--- src/rtl/uart_rxq_if.sv ---
// Receive stream handshake between uart_rxq and its consumer.
// The master drives the FIFO head; the slave answers with tready.
interface uart_rxq_if #(
  parameter int unsigned DW = 8
);
  logic          str_tvalid;
  logic [DW-1:0] str_tdata;
  logic [1:0]    str_tuser;
  logic          str_tready;

  modport master (output str_tvalid, output str_tdata, output str_tuser, input str_tready);
  modport slave  (input str_tvalid, input str_tdata, input str_tuser, output str_tready);
endinterface

--- src/rtl/uart_rxq.sv ---
// UART receiver with runtime bit-period divider, break detection and a
// show-ahead character FIFO carrying per-character frame/parity status.
module uart_rxq #(
  parameter int unsigned DW = 8,
  parameter string       PT = "NONE",
  parameter int unsigned SW = 1,
  parameter int unsigned BW = 16,
  parameter int unsigned FD = 4
) (
  input  logic          clk,
  input  logic          rst,
  input  logic [BW-1:0] cfg_div,
  output logic          error_fifo,
  input  logic          err_clr,
  output logic          line_break,
  input  logic          uart_rxd,
  uart_rxq_if.master    str
);
  localparam int unsigned AW        = $clog2(FD);
  localparam logic        PAR_EN    = (PT != "NONE");
  localparam logic        PAR_ODD   = (PT == "ODD");
  localparam logic [3:0]  LAST_DATA = 4'(DW - 1);
  localparam logic [3:0]  LAST_STOP = 4'(SW - 1);
  localparam logic [AW:0] FULL_CNT  = FD[AW:0];

  typedef enum logic [2:0] {S_IDLE, S_START, S_DATA, S_PARITY, S_STOP, S_BREAK} state_e;

  function automatic logic par_exp(input logic [DW-1:0] d);
    return PAR_ODD ? ~(^d) : ^d;
  endfunction

  state_e          state_q, state_d;
  logic            sync1_q, rxs_q, rxs_d1_q;
  logic [BW-1:0]   cnt_q, cnt_d, div_q, div_d;
  logic [3:0]      bit_q, bit_d;
  logic [DW-1:0]   data_q, data_d;
  logic            pe_q, pe_d, fe_q, fe_d, zero_q, zero_d;
  logic            line_break_q, err_q;
  logic [DW+1:0]   mem_q [0:FD-1];
  logic [AW-1:0]   wr_q, rd_q;
  logic [AW:0]     fcnt_q;
  logic            tick_s, fall_s, wr_s, brk_s, valid_s, pop_s, full_s, push_s, ovf_s;
  logic [BW-1:0]   half_s;
  logic [DW+1:0]   wdat_s, head_s;

  // (cfg_div-1)>>1 equals H-1, so the counter reaches 0 exactly H cycles after loading
  assign half_s = (cfg_div - {{(BW-1){1'b0}}, 1'b1}) >> 1;
  assign fall_s = rxs_d1_q & ~rxs_q;
  assign tick_s = (cnt_q == {BW{1'b0}});

  // Frame FSM: next state, bit sampling and frame-end decision
  always_comb begin
    state_d = state_q;
    cnt_d   = cnt_q;
    div_d   = div_q;
    bit_d   = bit_q;
    data_d  = data_q;
    pe_d    = pe_q;
    fe_d    = fe_q;
    zero_d  = zero_q;
    wr_s    = 1'b0;
    brk_s   = 1'b0;
    wdat_s  = {fe_q, pe_q, data_q};
    case (state_q)
      S_IDLE: begin
        if (fall_s) begin
          state_d = S_START;
          div_d   = cfg_div;
          cnt_d   = half_s;
        end else begin
          state_d = S_IDLE;
        end
      end
      S_START: begin
        if (!tick_s) begin
          cnt_d = cnt_q - {{(BW-1){1'b0}}, 1'b1};
        end else if (rxs_q) begin
          state_d = S_IDLE;
        end else begin
          state_d = S_DATA;
          cnt_d   = div_q;
          bit_d   = 4'd0;
          pe_d    = 1'b0;
          fe_d    = 1'b0;
          zero_d  = 1'b1;
        end
      end
      S_DATA: begin
        if (!tick_s) begin
          cnt_d = cnt_q - {{(BW-1){1'b0}}, 1'b1};
        end else begin
          cnt_d  = div_q;
          data_d = {rxs_q, data_q[DW-1:1]};
          zero_d = zero_q & ~rxs_q;
          if (bit_q == LAST_DATA) begin
            bit_d   = 4'd0;
            state_d = PAR_EN ? S_PARITY : S_STOP;
          end else begin
            bit_d = bit_q + 4'd1;
          end
        end
      end
      S_PARITY: begin
        if (!tick_s) begin
          cnt_d = cnt_q - {{(BW-1){1'b0}}, 1'b1};
        end else begin
          cnt_d   = div_q;
          pe_d    = (rxs_q != par_exp(data_q));
          zero_d  = zero_q & ~rxs_q;
          state_d = S_STOP;
        end
      end
      S_STOP: begin
        if (!tick_s) begin
          cnt_d = cnt_q - {{(BW-1){1'b0}}, 1'b1};
        end else if (bit_q == LAST_STOP) begin
          cnt_d = div_q;
          bit_d = 4'd0;
          if (zero_q && !rxs_q) begin
            brk_s   = 1'b1;
            state_d = S_BREAK;
          end else begin
            wr_s    = 1'b1;
            wdat_s  = {fe_q | ~rxs_q, pe_q, data_q};
            state_d = S_IDLE;
          end
        end else begin
          cnt_d  = div_q;
          fe_d   = fe_q | ~rxs_q;
          zero_d = zero_q & ~rxs_q;
          bit_d  = bit_q + 4'd1;
        end
      end
      S_BREAK: begin
        if (rxs_q) begin
          state_d = S_IDLE;
        end else begin
          state_d = S_BREAK;
        end
      end
      default: state_d = S_IDLE;
    endcase
  end

  // Synchronizer and frame FSM state registers
  always_ff @(posedge clk) begin
    if (!rst) begin
      sync1_q  <= 1'b1;
      rxs_q    <= 1'b1;
      rxs_d1_q <= 1'b1;
      state_q  <= S_IDLE;
      cnt_q    <= {BW{1'b0}};
      div_q    <= {BW{1'b0}};
      bit_q    <= 4'd0;
      data_q   <= {DW{1'b0}};
      pe_q     <= 1'b0;
      fe_q     <= 1'b0;
      zero_q   <= 1'b0;
    end else begin
      sync1_q  <= uart_rxd;
      rxs_q    <= sync1_q;
      rxs_d1_q <= rxs_q;
      state_q  <= state_d;
      cnt_q    <= cnt_d;
      div_q    <= div_d;
      bit_q    <= bit_d;
      data_q   <= data_d;
      pe_q     <= pe_d;
      fe_q     <= fe_d;
      zero_q   <= zero_d;
    end
  end

  // FIFO handshake; a full FIFO still accepts a write when the head leaves in the same cycle
  always_comb begin
    valid_s = (fcnt_q != {(AW+1){1'b0}});
    pop_s   = valid_s & str.str_tready;
    full_s  = (fcnt_q == FULL_CNT);
    push_s  = wr_s & (~full_s | pop_s);
    ovf_s   = wr_s & full_s & ~pop_s;
    head_s  = mem_q[rd_q];
  end

  // FIFO storage; contents need no reset because the outputs are masked when empty
  always_ff @(posedge clk) begin
    if (push_s) begin
      mem_q[wr_q] <= wdat_s;
    end
  end

  // FIFO pointers, occupancy, sticky overflow and break pulse
  always_ff @(posedge clk) begin
    if (!rst) begin
      wr_q         <= {AW{1'b0}};
      rd_q         <= {AW{1'b0}};
      fcnt_q       <= {(AW+1){1'b0}};
      err_q        <= 1'b0;
      line_break_q <= 1'b0;
    end else begin
      wr_q <= push_s ? wr_q + AW'(1) : wr_q;
      rd_q <= pop_s ? rd_q + AW'(1) : rd_q;
      case ({push_s, pop_s})
        2'b10:   fcnt_q <= fcnt_q + {{AW{1'b0}}, 1'b1};
        2'b01:   fcnt_q <= fcnt_q - {{AW{1'b0}}, 1'b1};
        default: fcnt_q <= fcnt_q;
      endcase
      if (ovf_s) begin
        err_q <= 1'b1;
      end else if (err_clr) begin
        err_q <= 1'b0;
      end else begin
        err_q <= err_q;
      end
      line_break_q <= brk_s;
    end
  end

  assign str.str_tvalid = valid_s;
  assign str.str_tdata  = valid_s ? head_s[DW-1:0] : {DW{1'b0}};
  assign str.str_tuser  = valid_s ? head_s[DW+1:DW] : 2'b00;
  assign error_fifo     = err_q;
  assign line_break     = line_break_q;
endmodule

--- src/flat_wrapper.sv ---
// flat-port wrapper written by rule: the top's interface ports become plain ports
module uart_rxq_flat 
#(
  parameter int unsigned DW = 8,
  parameter string       PT = "    ",
  parameter int unsigned SW = 1,
  parameter int unsigned BW = 16,
  parameter int unsigned FD = 4
)
  (clk, rst, cfg_div, error_fifo, err_clr, line_break, uart_rxd, str_str_tvalid, str_str_tdata, str_str_tuser, str_str_tready);
  uart_rxq_if #(.DW(DW)) str_i ();
  input  logic clk;
  input  logic rst;
  input  logic [BW-1:0] cfg_div;
  output logic error_fifo;
  input  logic err_clr;
  output logic line_break;
  input  logic uart_rxd;
  output wire logic [$bits(str_i.str_tvalid)-1:0] str_str_tvalid;
  output wire logic [$bits(str_i.str_tdata)-1:0] str_str_tdata;
  output wire logic [$bits(str_i.str_tuser)-1:0] str_str_tuser;
  input wire logic [$bits(str_i.str_tready)-1:0] str_str_tready;
  assign str_str_tvalid = str_i.str_tvalid;
  assign str_str_tdata = str_i.str_tdata;
  assign str_str_tuser = str_i.str_tuser;
  assign str_i.str_tready = str_str_tready;
  uart_rxq #(.DW(DW), .PT(PT), .SW(SW), .BW(BW), .FD(FD)) u_core (.clk(clk), .rst(rst), .cfg_div(cfg_div), .error_fifo(error_fifo), .err_clr(err_clr), .line_break(line_break), .uart_rxd(uart_rxd), .str(str_i));
endmodule
--- config.mk ---
export PLATFORM = sky130hd
export DESIGN_NAME = uart_rxq_flat
export DESIGN_NICKNAME = d
export VERILOG_FILES = /design/src/rtl/uart_rxq_if.sv /design/src/rtl/uart_rxq.sv /design/src/flat_wrapper.sv
export SDC_FILE = /design/constraint.sdc
export NUM_CORES = 1
export LEC_CHECK = 0
export ABC_AREA = 1
export BUFFER_PORTS_ARGS = -buffer_cell sky130_fd_sc_hd__buf_2
export CORE_MARGIN = 8
export CORE_UTILIZATION = 35
export CTS_CLUSTER_DIAMETER = 80
export CTS_CLUSTER_SIZE = 25
export DETAILED_ROUTE_END_ITERATION = 10
export PLACE_DENSITY = 0.56
export SKIP_LAST_GASP = 1
export SLEW_MARGIN = 40
export SYNTH_ARGS = -nofsm -noshare
export SYNTH_HDL_FRONTEND = slang
export SYNTH_SLANG_ARGS = --single-unit
--- constraint.sdc ---
create_clock -name clk -period 2 [get_ports clk]
set_input_delay 0.4 -clock clk [delete_from_list [all_inputs] [get_ports clk]]
set_output_delay 0.4 -clock clk [all_outputs]
set_load 0.005 [all_outputs]
Word-level counts from Yosys, hierarchy flattened
Memory sizes are Yosys's and may differ from the RTL's. A register that Yosys moved wholly into a read port is not among the register bits.
Cells that the tools add are included.
Widths: inputs -> output; s select.
{"block": "totals", "ff_bits": 62, "ram_bits": 40, "in_bits": 21, "elab_cells": 135, "memories": 1}
{"block": "op_classes", "add_sub_neg": 7, "eq_ne": 21, "muxes": 54, "bitwise_logic": 11, "n_reduce_logical": 25}
{"name": "u_core.mem_q", "words": 4, "word_bits": 10, "read_ports": 1, "rd_clocked_by_memory_dff": 1, "wr": 1, "line_no": "uart_rxq.sv:39", "source": "logic [DW+1:0] mem_q [0:FD-1];"}
{"cell": "$mux 16", "n": 4}
{"cell": "$pmux 16 s3", "n": 1}
{"cell": "$mux 10", "n": 4}
{"cell": "$sub 16x1->16 const B", "n": 2}
{"cell": "$mux 3", "n": 8}
{"cell": "$mux 4", "n": 6}
{"cell": "$mux 1", "n": 20}
{"cell": "$pmux 3 s6", "n": 1}
{"cell": "$logic_not 16->1", "n": 1}
{"cell": "$ne 2x1->1 const B", "n": 8}
{"cell": "$pmux 4 s3", "n": 1}
{"cell": "$reduce_and 6->1", "n": 2}
{"cell": "$reduce_bool 3->1", "n": 4}
{"cell": "$reduce_and 5->1", "n": 2}
{"cell": "$eq 3x3->1 const B", "n": 3}
{"cell": "$mux 2", "n": 4}
{"cell": "$mux 8", "n": 1}
{"cell": "$reduce_and 4->1", "n": 2}
{"cell": "$reduce_bool 2->1", "n": 4}
{"cell": "$reduce_xor 8->1", "n": 1}
{"cell": "$and 1x1->1", "n": 6}
{"cell": "$eq 3x2->1 const B", "n": 2}
{"cell": "$pmux 3 s2", "n": 1}
{"cell": "$add 2x1->2 const B", "n": 2}
{"cell": "22 further kinds", "n": 28}

Longest topological paths before layout
{"block": "depth", "word_depth": 9, "depth_mapped": 14}

Worst setup path after synthesis
OpenSTA, ideal clock, no wires.
{"block": "synth_path", "path_kind": "register to register", "from": "register u_core.cnt_q[0]", "to": "register u_core.fcnt_q[1]", "setup_time_ns": 0.065, "arrival_time_ns": 2.071, "required_time_ns": 1.935, "setup_slack_ns": -0.136, "path_stages_with_launch": 14, "path_buffers": 0, "period_less_slack_ns": 2.136, "path_cell_list": "dfxtp_1 > inv_1 > ha_1 > nand3_1 > nor2_4 > nand2_2 > inv_2 > nand3_4 > ha_1 > inv_1 > fa_1 > nor2_1 > a21oi_1 > nor2_1"}
{"block": "synth_between", "elab_chain_len": 6, "word_cells_on_any_way": 8, "classes_between": "eq/ne (2); mux (3); bitwise (1); reduce/logical (2)"}
{"item": "start, declared", "line_no": "uart_rxq.sv:34", "source": "logic [BW-1:0] cnt_q, cnt_d, div_q, div_d;"}
{"item": "start signal, assigned", "line_no": "uart_rxq.sv:152", "source": "cnt_q <= {BW{1'b0}};"}
{"item": "start signal, assigned", "line_no": "uart_rxq.sv:164", "source": "cnt_q <= cnt_d;"}
{"item": "$logic_not 16->1 (*)", "line_no": "uart_rxq.sv:49", "source": "assign tick_s = (cnt_q == {BW{1'b0}});"}
{"item": "$mux 1 (*)", "line_no": "uart_rxq.sv:114", "source": "if (!tick_s) begin"}
{"item": "$mux 1 (*)", "line_no": "uart_rxq.sv:64", "source": "case (state_q)"}
{"item": "$and 1x1->1 (*)", "line_no": "uart_rxq.sv:179", "source": "push_s = wr_s & (~full_s | pop_s);"}
{"item": "$eq 2x1->1 / $eq 2x2->1 (equally long branches)", "line_no": "uart_rxq.sv:202", "source": "case ({push_s, pop_s})"}
{"item": "$pmux 3 s2 / $reduce_bool 2->1 (equally long branches)"}
{"item": "end signal, assigned", "line_no": "uart_rxq.sv:203", "source": "2'b10: fcnt_q <= fcnt_q + {{AW{1'b0}}, 1'b1};"}
{"item": "end signal, assigned", "line_no": "uart_rxq.sv:204", "source": "2'b01: fcnt_q <= fcnt_q - {{AW{1'b0}}, 1'b1};"}
{"item": "end signal, assigned", "line_no": "uart_rxq.sv:205", "source": "default: fcnt_q <= fcnt_q;"}
{"item": "end, declared", "line_no": "uart_rxq.sv:41", "source": "logic [AW:0] fcnt_q;"}
Mark *: on every way between the ends. The rest lies on a longest branch, timed or not.
A chain may end at the register's enable or synchronous reset.

Final worst setup path
{"block": "layout_path", "from": "register u_core.cnt_q[8]", "to": "register u_core.fcnt_q[1]"}
Same word-level chain as after synthesis.

==> results.md <==
* GPL Wtd Cong at 0.860
* Worst Slack Setup Final at 0.0904 ns
* Wire per inst at 13.1 um
* CTS H-Tree Depth at 3
* PortBufs at 33
* Setup TNS at 0 ns
* TritonCTS Buffers at 9
* Arrival time at the worst endpoint at 2.21 ns
* Worst min-delay path class: in -> reg
* Async S/R FF share, synth at 0
* Drt pass-1 iters at 5
* Post-synthesis sequential area ratio at 0.440
* Worst endpoint required time at 2.30 ns
* Top cells by area, synth: dfxtp_1 23%, edfxtp_1 21%, nand2_1 10%
* Yosys Warn Count at 0
* Post-synth EDFFs at 40
* CP Class: reg -> reg
* RSZ-0062 raised after global routing: true
* Post-Syn Instances at 779
* Synth Net Count at 811
* Detailed Place HPWL at around 10000 um
* Fillers at approximately 1700
* Syn Area/Cell at 7.25 um2
* Max_slew headroom at 0.722
* Initial Util at 0.357
* Status: finished clean
* Final setup viols at 0
* Core Box Area at 0.0158 mm2
* IR drop worst, VDD at about 0.53 mV
* Share of cells above drive strength 1 at 0.171
* Row cnt at 46
* Place WS at 0.0467 ns
* Vias in the first global route at roughly 4700
* Drt first-iter violations at 405
* Hold buffer count at cts at 0
* Final hold violation count at 0
* Crit path max fanout at 3
* Initial antenna violation count at 0
* Drt via density at 4.60
* Worst slew pin tran at a little over 0.4 ns
* Synth cell count leaders: 157 x nand2_1, 134 x nor2_1, 93 x inv_1
* CTS Root Cell: clkbuf_16
* Area grow syn2layout at 19.4%
* Clock Skew at ~0.0095 ns
* Maximum clock path buffer count at 2
* Vias post-DR at 4930
* CTS Sinks at 104
* Library cells used by synthesis at 39
* CP endpoint kind: register
* Synth area leader: dfxtp_1
* First-pass GRT wire length at 23100 um
* Leakage power at 2.97 nW
* Yosys top cell area share at 0.227
* ANT cells at 0
* Post-CTS setup buffers at 0
* Register bit total from synthesis at 104
* Slew Limit Fails at 0
* CP max-delay cell: fa_2
* CTS tree: done
* Fmax at 524 MHz
* Post-synth top flop: dfxtp_1
* CP delay by family, top: simple AND/OR/NAND/NOR gates
* Min Tclk post-route at between 1.5 and 2 ns
* CP startpoint kind: register
* GRT Total Usage at 0.144
* Nets at 882
* Overflow left after global routing at 0
* WP buf/inv at 2
* Final wirelength at 14100 um
* Clk_lat worst skew at 0.36 ns
* Remaining DRCs at 0
* Pwr/cell area at ~1100 mW/mm2
* CP max stage delay at 0.43 ns
* Part of the cycle the worst path needs at 0.955
* MaxCap Viol Count at 0
* Most numerous cell in the Yosys netlist: nand2_1
* # IOs at 34
* Crit path cell chain: nor2_1 > nand2_2 > nor2_8 > nand2_2 > inv_4 > nand3_4 > ha_4 > inv_4 > fa_2 > nor2_2 > a21oi_1 > nor2_1
* Mapped cell area at 0.00565 mm2
* Worst-path clk slew at approximately 0.07 ns
* Die height at 143 um
* DIE WIDTH at 143 um
* Die Footprint at 0.0204 mm2
* Routed Antenna Nets at 0
* Pin count of the biggest net entering global routing at 36
placed cells by master, fill, tap and decap left out, types with 2 or more instances in the layout:
cell and instances:
o21a_1 3, inv_6 2, nor2_1 130, o21ai_1 9
a21oi_1 62, nand4_1 3, dfxtp_2 3, ha_4 2
dfxtp_1 60, inv_2 8, nand3_2 4, nor2_2 4
ha_1 7, xor2_1 3, bufinv_16 2, nand3_1 58
or2_2 3, nand2_1 157, buf_2 33, clkbuf_16 9
o21ai_0 64, nor3_1 4, a211oi_1 7, nand3b_1 5
buf_4 45, inv_1 88, nand2_2 8, inv_4 2
nor2_4 5, edfxtp_1 40, xnor2_1 2, clkinvlp_4 6
worst paths after layout:
kind | start | end | slack [ns] | cells past startpoint
worst max-delay path | u_core.cnt_q[8] | u_core.fcnt_q[1] | 0.09 | 12
worst min register to register | u_core.sync1_q | u_core.rxs_q | 0.43 | 1
worst max register to register | u_core.cnt_q[8] | u_core.fcnt_q[1] | 0.09 | 12
worst min-delay path | uart_rxd | u_core.sync1_q | 0.24 | 2
sequential cells by signal (all words and copies together), names as in the netlist, named ones only:
register and flops:
u_core.div_q 16, u_core.fcnt_q 3, u_core.mem_q 40, u_core.error_fifo 1
u_core.rxs_q 1, u_core.bit_q 4, u_core.fe_q 1, u_core.sync1_q 1
u_core.rxs_d1_q 1, u_core.data_q 8, u_core.line_break 1, u_core.cnt_q 16
u_core.pe_q 1, u_core.rd_q 2, u_core.state_q 3, u_core.zero_q 1
u_core.wr_q 2
power breakdown:
part           leakage [nW]  switching, W  internal, W
clock network         0.153      0.000832      0.00111
registers             0.909      0.000137      0.00239
logic                  1.90       0.00188      0.00109
total                  2.97       0.00285      0.00459
metal layers:
| metal | routed length [um] | GRT usage |
|---|---|---|
| met1 | 6770 | 0.179 |
| met4 | 237 | 0.0582 |
| met2 | 6640 | 0.240 |
| met3 | 411 | 0.0254 |
| met5 | 0 | 0 |
metrics by stage:
| stage | cells | hold WS [ns] | area [um2] | util | total power (W) |
|---|---|---|---|---|---|
| 4_1_cts | 1070 | 0.224 | 6710 | 0.424 | 0.00748 |
| 2_1_floorplan | 779 | 0.393 | 5680 | - | 0.00462 |
| 3_3_place_gp | 1053 | 0.408 | 6370 | 0.402 | 0.00554 |
| 3_5_place_dp | 1053 | 0.430 | 6370 | 0.402 | 0.00550 |
| 6_report | 1071 | 0.237 | 6740 | 0.426 | 0.00743 |
| 5_1_grt | 1071 | 0.230 | 6740 | 0.426 | 0.00796 |
worst register-to-register path, stage by stage (launching register included):
cell and delay, ns:
dfxtp_1 0.32, nor2_1 0.19, nand2_2 0.14, nor2_8 0.13
nand2_2 0.08, inv_4 0.07, nand3_4 0.07, ha_4 0.17
inv_4 0.06, fa_2 0.43, nor2_2 0.09, a21oi_1 0.04
nor2_1 0.07
logic make-up after synthesis:
kind of cell | share of synthesized area
xor gates and xnor gates | 0.00776
adders and majority gates | 0.0257
AOI/OAI and AO/OA | 0.140
and+or+nand+nor | 0.301
buffers and inverters | 0.0858
DFF | 0.440
repair_timing:
| item | in CTS | in global routing |
|---|---|---|
| pin swaps | 0 | 4 |
| endpoints found under the hold margin | 0 | 0 |
| resized for setup | 3 | 13 |
| cloned | 1 | 1 |
| endpoints found under the setup margin | 10 | 12 |
final cells by class:
cell class	count	area [um2]	area share
clock buffer	9	225	0.0334
clock inverter	7	101	0.0150
inverter	101	392	0.0581
multi-input combinational	553	2720	0.404
sequential	104	2490	0.369
tap	216	270	0.0401
timing repair buffer	79	523	0.0776
timing repair inverter	2	15.0	0.00223
Power figures use the tool's default switching activity.
